[config.mk]
export PLATFORM = sky130hd
export DESIGN_NAME = regfile_scoreboard
export DESIGN_NICKNAME = d
export VERILOG_FILES = /design/src/rtl/regfile_scoreboard.sv
export SDC_FILE = /design/constraint.sdc
export NUM_CORES = 1
export LEC_CHECK = 0
export CAP_MARGIN = 20
export CORE_AREA = 10 10 99 101
export DETAILED_ROUTE_END_ITERATION = 8
export DIE_AREA = 0 0 109 111
export PLACE_DENSITY = 0.84
export SETUP_SLACK_MARGIN = 0.3
export SLEW_MARGIN = 30
export SYNTH_ARGS = -nofsm -noshare
export SYNTH_HDL_FRONTEND = slang
export SYNTH_SLANG_ARGS = --single-unit
[constraint.sdc]
create_clock -name clk -period 8.9 [get_ports clk]
set_clock_uncertainty 0.1 [all_clocks]
set_input_delay 2.67 -clock clk [delete_from_list [all_inputs] [get_ports clk]]
set_output_delay 2.67 -clock clk [all_outputs]
set_load 0.01 [all_outputs]
[src/rtl/regfile_scoreboard.sv]
// Register file with write-to-read bypass and a busy scoreboard.
// Issue logic reserves registers; write-back clears them.
module regfile_scoreboard #(
  parameter int DATA_W   = 8,
  parameter int ADDR_W   = 3,
  parameter int BYPASS   = 1,
  parameter int ZERO_REG = 0
) (
  input  logic              clk,
  input  logic              reset,
  input  logic              wr_en,
  input  logic [ADDR_W-1:0] wr_addr,
  input  logic [DATA_W-1:0] wr_data,
  input  logic              rsv_en,
  input  logic [ADDR_W-1:0] rsv_addr,
  input  logic [ADDR_W-1:0] rd_addr1,
  input  logic [ADDR_W-1:0] rd_addr2,
  output logic [DATA_W-1:0] rd_data1,
  output logic [DATA_W-1:0] rd_data2,
  output logic              rd_busy1,
  output logic              rd_busy2,
  output logic [ADDR_W:0]   busy_count,
  output logic              wr_unrsv
);

  localparam int DEPTH = 1 << ADDR_W;

  logic [DATA_W-1:0] mem [DEPTH];
  logic [DEPTH-1:0]  busy;
  logic [DEPTH-1:0]  busy_nxt;
  logic [ADDR_W:0]   cnt_nxt;
  logic              wr_ok;
  logic              rsv_ok;
  logic              hit1;
  logic              hit2;

  // Register 0 swallows writes and reserves when hardwired to zero.
  always_comb begin
    wr_ok  = wr_en;
    rsv_ok = rsv_en;
    if (ZERO_REG != 0) begin
      if (wr_addr == '0)
        wr_ok = 1'b0;
      if (rsv_addr == '0)
        rsv_ok = 1'b0;
    end
  end

  // Next busy vector: write clears, reserve sets and wins on a tie.
  always_comb begin
    busy_nxt = busy;
    if (wr_ok)
      busy_nxt[wr_addr] = 1'b0;
    if (rsv_ok)
      busy_nxt[rsv_addr] = 1'b1;
    if (reset)
      busy_nxt = '0;
  end

  // Population count of the next busy vector.
  always_comb begin
    cnt_nxt = '0;
    for (int i = 0; i < DEPTH; i++)
      cnt_nxt = cnt_nxt + {{ADDR_W{1'b0}}, busy_nxt[i]};
  end

  // Array, scoreboard and status registers.
  always_ff @(posedge clk) begin
    if (reset) begin
      for (int i = 0; i < DEPTH; i++)
        mem[i] <= '0;
      busy       <= '0;
      busy_count <= '0;
      wr_unrsv   <= 1'b0;
    end else begin
      if (wr_ok)
        mem[wr_addr] <= wr_data;
      busy       <= busy_nxt;
      busy_count <= cnt_nxt;
      wr_unrsv   <= wr_ok && !busy[wr_addr];
    end
  end

  // A pending write to the addressed register is forwarded.
  always_comb begin
    hit1 = (BYPASS != 0) && wr_ok && !reset
           && (wr_addr == rd_addr1);
    hit2 = (BYPASS != 0) && wr_ok && !reset
           && (wr_addr == rd_addr2);
  end

  // Read ports.
  always_comb begin
    rd_data1 = hit1 ? wr_data : mem[rd_addr1];
    rd_data2 = hit2 ? wr_data : mem[rd_addr2];
    rd_busy1 = hit1 ? 1'b0 : busy[rd_addr1];
    rd_busy2 = hit2 ? 1'b0 : busy[rd_addr2];
  end

endmodule
# After elaboration in Yosys (flattened, before gate mapping)
# Memory sizes are Yosys's and may differ from the RTL's.
# Cells that the tools add are included.
[totals] ramBits=64 register_bits=13 output_inout_bits=23 n_memories=1
[memory_table] name="mem" words=8 width=8 read_ports=2 rd_clocked_by_memory_dff=0 write_ports=8 line="28" text="logic [DATA_W-1:0] mem [DEPTH];"
[classes] n_lt_le_gt_ge=6 add_sub_neg=7 n_mux=25 reduce_logical=9 eq_ne=2 bitwise=3
[op_table] op="$mux 8" n=6
[op_table] op="$add 4x1->4" n=4
[op_table] op="$lt 3x4->1 const B" n=4
[op_table] op="$mux 1" n=13
[op_table] op="$bmux 1 s3" n=3
[op_table] op="$and 8x8->8" n=1
[op_table] op="$not 8->8" n=1
[op_table] op="$or 8x8->8" n=1
[op_table] op="$reduce_or 8->1" n=1
[op_table] op="$demux 1 s3" n=2
[op_table] op="$eq 3x3->1" n=2
[op_table] op="$ge 3x1->1 const B" n=2
[op_table] op="$logic_and 1x1->1" n=6
[op_table] op="$add 3x1->4" n=1
[op_table] op="$add 2x1->3" n=1
[op_table] op="$mux 3" n=1
[op_table] op="$add 1x1->2" n=1
[op_table] op="$logic_not 1->1" n=2

# Longest topological paths before layout
# Gate-level depths: netlist of run 1.
[logic_depth] depth_word=17 ltp_mapped=15 ltp_nobuf=13

# Worst setup path after synthesis of run 1
# Ideal clock, no wire load.
[synth_path] kind="input -> output" startpoint="input rd_addr1[1]" endpoint="output rd_data1[0]" stages=5 arrival_time_ns=4.055 slack_ns=2.075 required_ns=6.130 path_cell_list="clkbuf_1 buf_2 mux4_2 mux2_2 mux2_4"
[synth_between] elab_chain_cells=3 word_cells_on_any_way=4 classes_between="1 x eq/ne; 1 x mux; 1 x reduce/logical; 1 x memory"
[synth_rtl] item="from (decl)" line="16" text="input logic [ADDR_W-1:0] rd_addr1,"
[synth_rtl] item="parallel branches: the longest is 2 deep, another holds $mem_v2 8x8"
[synth_rtl] item="$mux 8 *" line="94" text="rd_data1 = hit1 ? wr_data : mem[rd_addr1];"
[synth_rtl] item="to (decl)" line="18" text="output logic [DATA_W-1:0] rd_data1,"
# Every way passes the cells marked *.

# Worst setup path after layout of run 1
[layout_path] startpoint="input rd_addr2[1]" endpoint="output rd_data2[3]"
[layout_between] elab_chain_cells=3 word_cells_on_any_way=4 classes_between="1 x eq/ne; 1 x mux; 1 x reduce/logical; 1 x memory"
[layout_rtl] item="from (decl)" line="17" text="input logic [ADDR_W-1:0] rd_addr2,"
[layout_rtl] item="parallel branches: the longest is 2 deep, another holds $mem_v2 8x8"
[layout_rtl] item="$mux 8 *" line="95" text="rd_data2 = hit2 ? wr_data : mem[rd_addr2];"
[layout_rtl] item="to (decl)" line="19" text="output logic [DATA_W-1:0] rd_data2,"
# Marked as above.

==> impl_metrics.yaml, run 1 <==
min_path:
  min_path_type: "reg2reg"
  hold_depth: 2
layout:
  fin_area_um2: 5444
  final_layout_size_suffix_gt1_frac: 0.1979
  utilization: 0.6832
  nets: 405
  fillCellCount: 562
  antenna_cells: 0
  most-common-layout-cells: "and2_1, edfxtp_1, clkdlybuf4s50_1, mux4_1, mux2_2"
  multi_input_area_um2: 2344
  seq_area_um2: 2182
  mostFrequentLayoutCell: "and2_1"
  syn2layout_area_growth_pct: 15.35
sta:
  max_slew_margin: 0.3396
  tightest_slew_ns: 0.9831
  finalCritPeriodShare: 0.8950
  fmax_mhz: 125.5
  rsz0062_at_grt: "false"
  hold_violations: 0
  setup_viol: 0
  min_period_ns: 7.966
  report.final.slew_viol_count: 0
  tns_ns: 0
  hold_slack_ns: 0.4190
clock_network:
  cts-resized-gates: 0
  cts.sinks: 77
  clock_latency_ns: 0.35
  cts_tree: "done"
  h-tree-depth: 3
  cts_setup_buffers: 0
  cts_hold_buf: 0
  numCtsBuffers: 9
  clk_root_buffer_cell: "clkbuf_8"
  clockBufferDepth: 2
  clk_pin_slew_ns: 0.07
worst_setup_path:
  rr_worst_depth: 12
  end_kind: "output pin"
  crit_required_ns: 6.13
  start_kind: "input pin"
  crit_fanout: 11
  criticalPathCategory: "in2out"
  cp.arrival_ns: 5.20
global_routing:
  grt_pass1_vias: 3198
  grt_usage: 0.1893
  overflow: 0
  grt_max_degree: 20
  grt_first_pass_wirelength_mm: 17.34
  grt_antenna_before_repair: 0
die:
  core-area_um2: 7969
  die-area_um2: 12100
  row_count: 33
  ios: 47
  die_h_um: 111
  fp.dieW_um: 109
  initial_core_util: 0.5922
synthesis:
  async_flop_share: 0
  syn_area_um2: 4720
  yosys.cell_types.count: 41
  synth_edf_count: 64
  ys_seq_elements: 77
  syn_nets: 357
  ys_warn_count: 0
  synth_ff_type: "edfxtp_1"
  syn_inst: 326
  seq_area_frac_synth: 0.4624
  synth_area_per_cell_um2: 14.48
route:
  num_vias: 2999
  vias_per_cell: 6.196
  drtIter0Drc: 196
  routed_wl_mm: 10.93
  wl_per_cell_um: 22.59
  antenna_left: 0
  drc: 0
  first_pass_iters: 4
pwr:
  cellLeakagePower_nw: 2.049
  power_density_nw_per_um2: 160.3
  max-vdd-ir-drop_mv: 0.1129
  power.total_uw: 872.9
run_status:
  status: "finished clean"
flow_run:
  timing.max_cap.violations: 0
placed_design:
  place.gp.congestion: 0.8832
  placed_cell_area_um2: 5230
  place_hpwl_mm: 7.782
  portBuffers: 46
-- path summary, 6_finish.rpt --
kind	from	endpoint	slack, ns
max	rd_addr2[1]	rd_data2[3]	0.93
max reg2reg	busy[3]	busy_count[2]	5.83
min reg2reg	busy[2]	busy[2]	0.42
min	busy[2]	busy[2]	0.42
-- sequential cells by signal, summed over array words and instances, names as in the netlist --
signal      count
wr_unrsv        1
busy_count      4
busy            8
mem            64
-- worst max-delay path, cell delays in order --
cell             delay (ns)
clkdlybuf4s50_1        0.82
buf_4                  0.30
mux4_1                 0.37
mux2_2                 0.30
mux2_4                 0.25
clkdlybuf4s50_1        0.48
-- power by group --
part           total [mW]  switching, mW  internal, mW
Clock               0.286          0.129         0.156
Combinational       0.163         0.0704        0.0925
Sequential          0.424         0.0117         0.413
Total               0.873          0.211         0.661
-- metrics by stage --
| stage | cells | worst slack, ns |
|---|---|---|
| after floorplan | 326 | 2.075 |
| after global placement | 468 | 0.9681 |
| after detailed placement | 468 | 0.9465 |
| after CTS | 484 | 0.9390 |
| after global routing | 484 | 0.8831 |
| final | 484 | 0.9341 |
-- cell families after synthesis --
| kind of cell | share of synthesized area |
|---|---|
| AOI/OAI and AO/OA | 0.03871 |
| buffers and inverters | 0.04109 |
| and+or+nand+nor | 0.1331 |
| adders and majority gates | 0.02492 |
| DFF | 0.4624 |
| muxes | 0.2868 |
| xor gates and xnor gates | 0.01299 |
-- layer usage --
layer	track usage	vias to the layer above	wire length, um
li1	-	1354	-
met1	0.2267	1498	4250
met2	0.3145	119	5524
met3	0.03547	28	773
met4	0.09499	0	386
met5	0	-	0
-- layout make-up --
class | count | area share
Multi-Input combinational cell | 217 | 0.4305
Tap cell | 105 | 0.02413
Timing Repair Buffer | 53 | 0.09423
Sequential cell | 77 | 0.4008
Inverter | 16 | 0.01103
Clock inverter | 7 | 0.01655
Clock buffer | 9 | 0.02275
-- cells in the mapped netlist (4+ instances only) --
cell type   n  area, um^2
mux4_1     20       525.5
and2_1     67       419.2
dfxtp_1    13       260.3
fa_1        4       80.08
o21ai_1     8       40.04
clkbuf_1    7       26.28
mux4_2     17       382.9
nor2_1     10       37.54
inv_1      16       60.06
xnor2_1     6       52.55
nor2b_1     9       56.30
nand2_1     4       15.01
edfxtp_1   64        1922
mux2_2     18       202.7
mux2_4     14       210.2
(Power assumes the default switching activity.)
==> run 2: changes to the inputs <==
--- a/config.mk
+++ b/config.mk
@@ -9,6 +9,7 @@
 export CORE_AREA = 10 10 99 101
 export DETAILED_ROUTE_END_ITERATION = 8
 export DIE_AREA = 0 0 109 111
+export GPL_ROUTABILITY_DRIVEN = 0
 export PLACE_DENSITY = 0.84
 export SETUP_SLACK_MARGIN = 0.3
 export SLEW_MARGIN = 30
==> results of run 2 <==
No change in the layout: final DEF, timing and power equal those of run 1.
==> run 3: changes to the inputs <==
--- a/config.mk
+++ b/config.mk
@@ -6,13 +6,13 @@
 export NUM_CORES = 1
 export LEC_CHECK = 0
 export CAP_MARGIN = 20
-export CORE_AREA = 10 10 99 101
+export CORE_AREA = 10 10 100 102
 export DETAILED_ROUTE_END_ITERATION = 8
-export DIE_AREA = 0 0 109 111
+export DIE_AREA = 0 0 110 112
 export GPL_ROUTABILITY_DRIVEN = 0
-export PLACE_DENSITY = 0.84
+export GPL_TIMING_DRIVEN = 0
+export PLACE_DENSITY = 0.82
 export SETUP_SLACK_MARGIN = 0.3
-export SLEW_MARGIN = 30
 export SYNTH_ARGS = -nofsm -noshare
 export SYNTH_HDL_FRONTEND = slang
 export SYNTH_SLANG_ARGS = --single-unit
==> run 3 against run 2 <==
Flip-flop and latch count unchanged. Die area increased by 1.8%. Hold slack improved by 0.025 ns. Total power increased by 1.7%. Count of clock-buffer cells in the layout unchanged. Register-to-register slack about the same. Non-clock buffer count increased by 1. Critical path depth decreased by 1. Design area increased by 0.14%. Sequential share of layout area decreased by 0.055 points. Routed wire length increased by 3.0%. Largest power group unchanged.
==> impl_metrics.yaml, run 3 (synthesis results as in run 1) <==
run_status:
  status: "finished clean"
worst_setup_path:
  end_kind: "output pin"
  cpMostUsedCell: "clkdlybuf4s50_1"
  cp_num_buf_inv: 2
  crit_slowest_cell: "clkdlybuf4s50_1"
  cp_cell_sequence: "clkdlybuf4s50_1 > nor2b_1 > nand4_2 > mux2_4 > clkdlybuf4s50_1"
  rr_worst_depth: 12
  crit_family: "buffers and inverters"
  r2r-start: "busy[3]"
  cp.arrival_ns: 5.08
  critical-path-max-stage-delay_ns: 0.61
  start_kind: "input pin"
  crit_fanout: 9
  crit_required_ns: 6.13
  r2r-end: "busy_count[2]"
  reg2reg_slack_ns: 5.82
  criticalPathCategory: "in2out"
global_routing:
  overflow: 0
  grt_first_pass_wirelength_mm: 17.11
  grt_usage: 0.1862
  grt_max_degree: 15
  grt_antenna_before_repair: 0
  grt_pass1_vias: 3211
die:
  fp.dieW_um: 110
  initial_core_util: 0.5862
  row_count: 33
  core-area_um2: 8051
  die-area_um2: 12320
  ios: 47
  die_h_um: 112
clock_network:
  clock_latency_ns: 0.36
  clockBufferDepth: 2
  clk_pin_slew_ns: 0.08
  cts_setup_buffers: 0
  cts_tree: "done"
  cts_hold_buf: 0
  cts.sinks: 77
  clk_root_buffer_cell: "clkbuf_8"
  numCtsBuffers: 9
  cts-resized-gates: 0
  h-tree-depth: 3
route:
  num_vias: 3027
  drtIter0Drc: 191
  drc: 0
  first_pass_iters: 4
  routed_wl_mm: 11.26
  wl_per_cell_um: 23.22
  antenna_left: 0
  vias_per_cell: 6.241
layout:
  final_layout_size_suffix_gt1_frac: 0.2026
  syn2layout_area_growth_pct: 15.51
  seq_area_um2: 2182
  multi_input_area_um2: 2344
  antenna_cells: 0
  mostFrequentLayoutCell: "and2_1"
  fillCellCount: 601
  largest_register: "mem"
  most-common-layout-cells: "and2_1, edfxtp_1, clkdlybuf4s50_1, mux4_1, mux2_2"
  largest_reg_flops: 64
  nets: 406
  reg.largest.list: "mem (64), busy (8), busy_count (4)"
pwr:
  power_density_nw_per_um2: 162.8
  pwr-share-clk: 0.337
  power.total_uw: 887.7
  switching_power_uw: 223.9
  switching_share: 0.2523
  cellLeakagePower_nw: 2.047
  combPwrFrac: 0.187
  p_int_uw: 663.7
  p_seq_frac: 0.476
  max-vdd-ir-drop_mv: 0.09555
min_path:
  worstHoldStart: "busy[0]"
  hold_depth: 2
  min_path_type: "reg2reg"
  holdPathEnd: "busy[0]"
sta:
  rsz0062_at_grt: "false"
  max_slew_margin: 0.3531
  finalCritPeriodShare: 0.8823
  tightest_slew_ns: 0.9630
  tns_ns: 0
  setup_viol: 0
  report.final.slew_viol_count: 0
  min_period_ns: 7.852
  setup_ws_ns: 1.048
  fmax_mhz: 127.4
  hold_violations: 0
placed_design:
  place_hpwl_mm: 7.900
  portBuffers: 38
  place_ws_ns: 1.116
flow_run:
  timing.max_cap.violations: 0
## run 3: changes by cell type in the layout (fill, tap and decap cells not counted), sizes merged
cell / before / now
clkinvlp: 1 / 2
buf: 7 / 9
inv: 16 / 18
clkdlybuf4s50: 46 / 38
clkinv: 4 / 1
clkbuf: 9 / 16
## run 3: power groups by stage
stage	clock, mW	combinational, mW	sequential [mW]
global route	0.314	0.176	0.425
floorplan	0	0.103	0.427
finish	0.299	0.166	0.423
detailed placement	0	0.166	0.431
CTS	0.299	0.167	0.423
global placement	0	0.163	0.428
## run 3: routing by layer
metal / global-route usage / up-vias / part of all wire
li1: - / 1348 / -
met1: 0.2130 / 1536 / 0.38
met2: 0.3199 / 118 / 0.52
met3: 0.03806 / 25 / 0.070
met4: 0.09028 / 0 / 0.028
met5: 0 / - / 0
## run 3: per-stage QoR
step / utilization / cells / cell area (um^2) / hold slack [ns]
after global placement: 0.6497 / 469 / 5231 / 0.4017
after detailed placement: 0.6497 / 469 / 5231 / 0.4169
final: 0.6771 / 485 / 5451 / 0.4438
after CTS: 0.6771 / 485 / 5451 / 0.4302
after floorplan: - / 326 / 4720 / 0.3737
after global routing: 0.6771 / 485 / 5451 / 0.4579
## run 3: layout make-up
class,instances,area share
sequential,77,0.4003
multi-input combinational,217,0.4299
tap,105,0.02410
inverter,16,0.01102
clock inverter,7,0.01767
clock buffer,9,0.02272
buffer,16,0.02456
timing repair buffer,38,0.06977
## run 3: worst min-delay path: stages (launching register included)
cell and delay, ns:
dfxtp_1 0.35, inv_1 0.08, o21ai_1 0.07
## run 3: how the worst max path moves through the flow
stage	from	end	cells after the start
finish	wr_en	rd_data1[6]	5
global route	wr_en	rd_data2[5]	5
CTS	wr_en	rd_data1[6]	5
detailed placement	wr_en	rd_data1[6]	5
global placement	rd_addr1[1]	rd_data1[2]	6
floorplan	rd_addr1[1]	rd_data1[0]	5
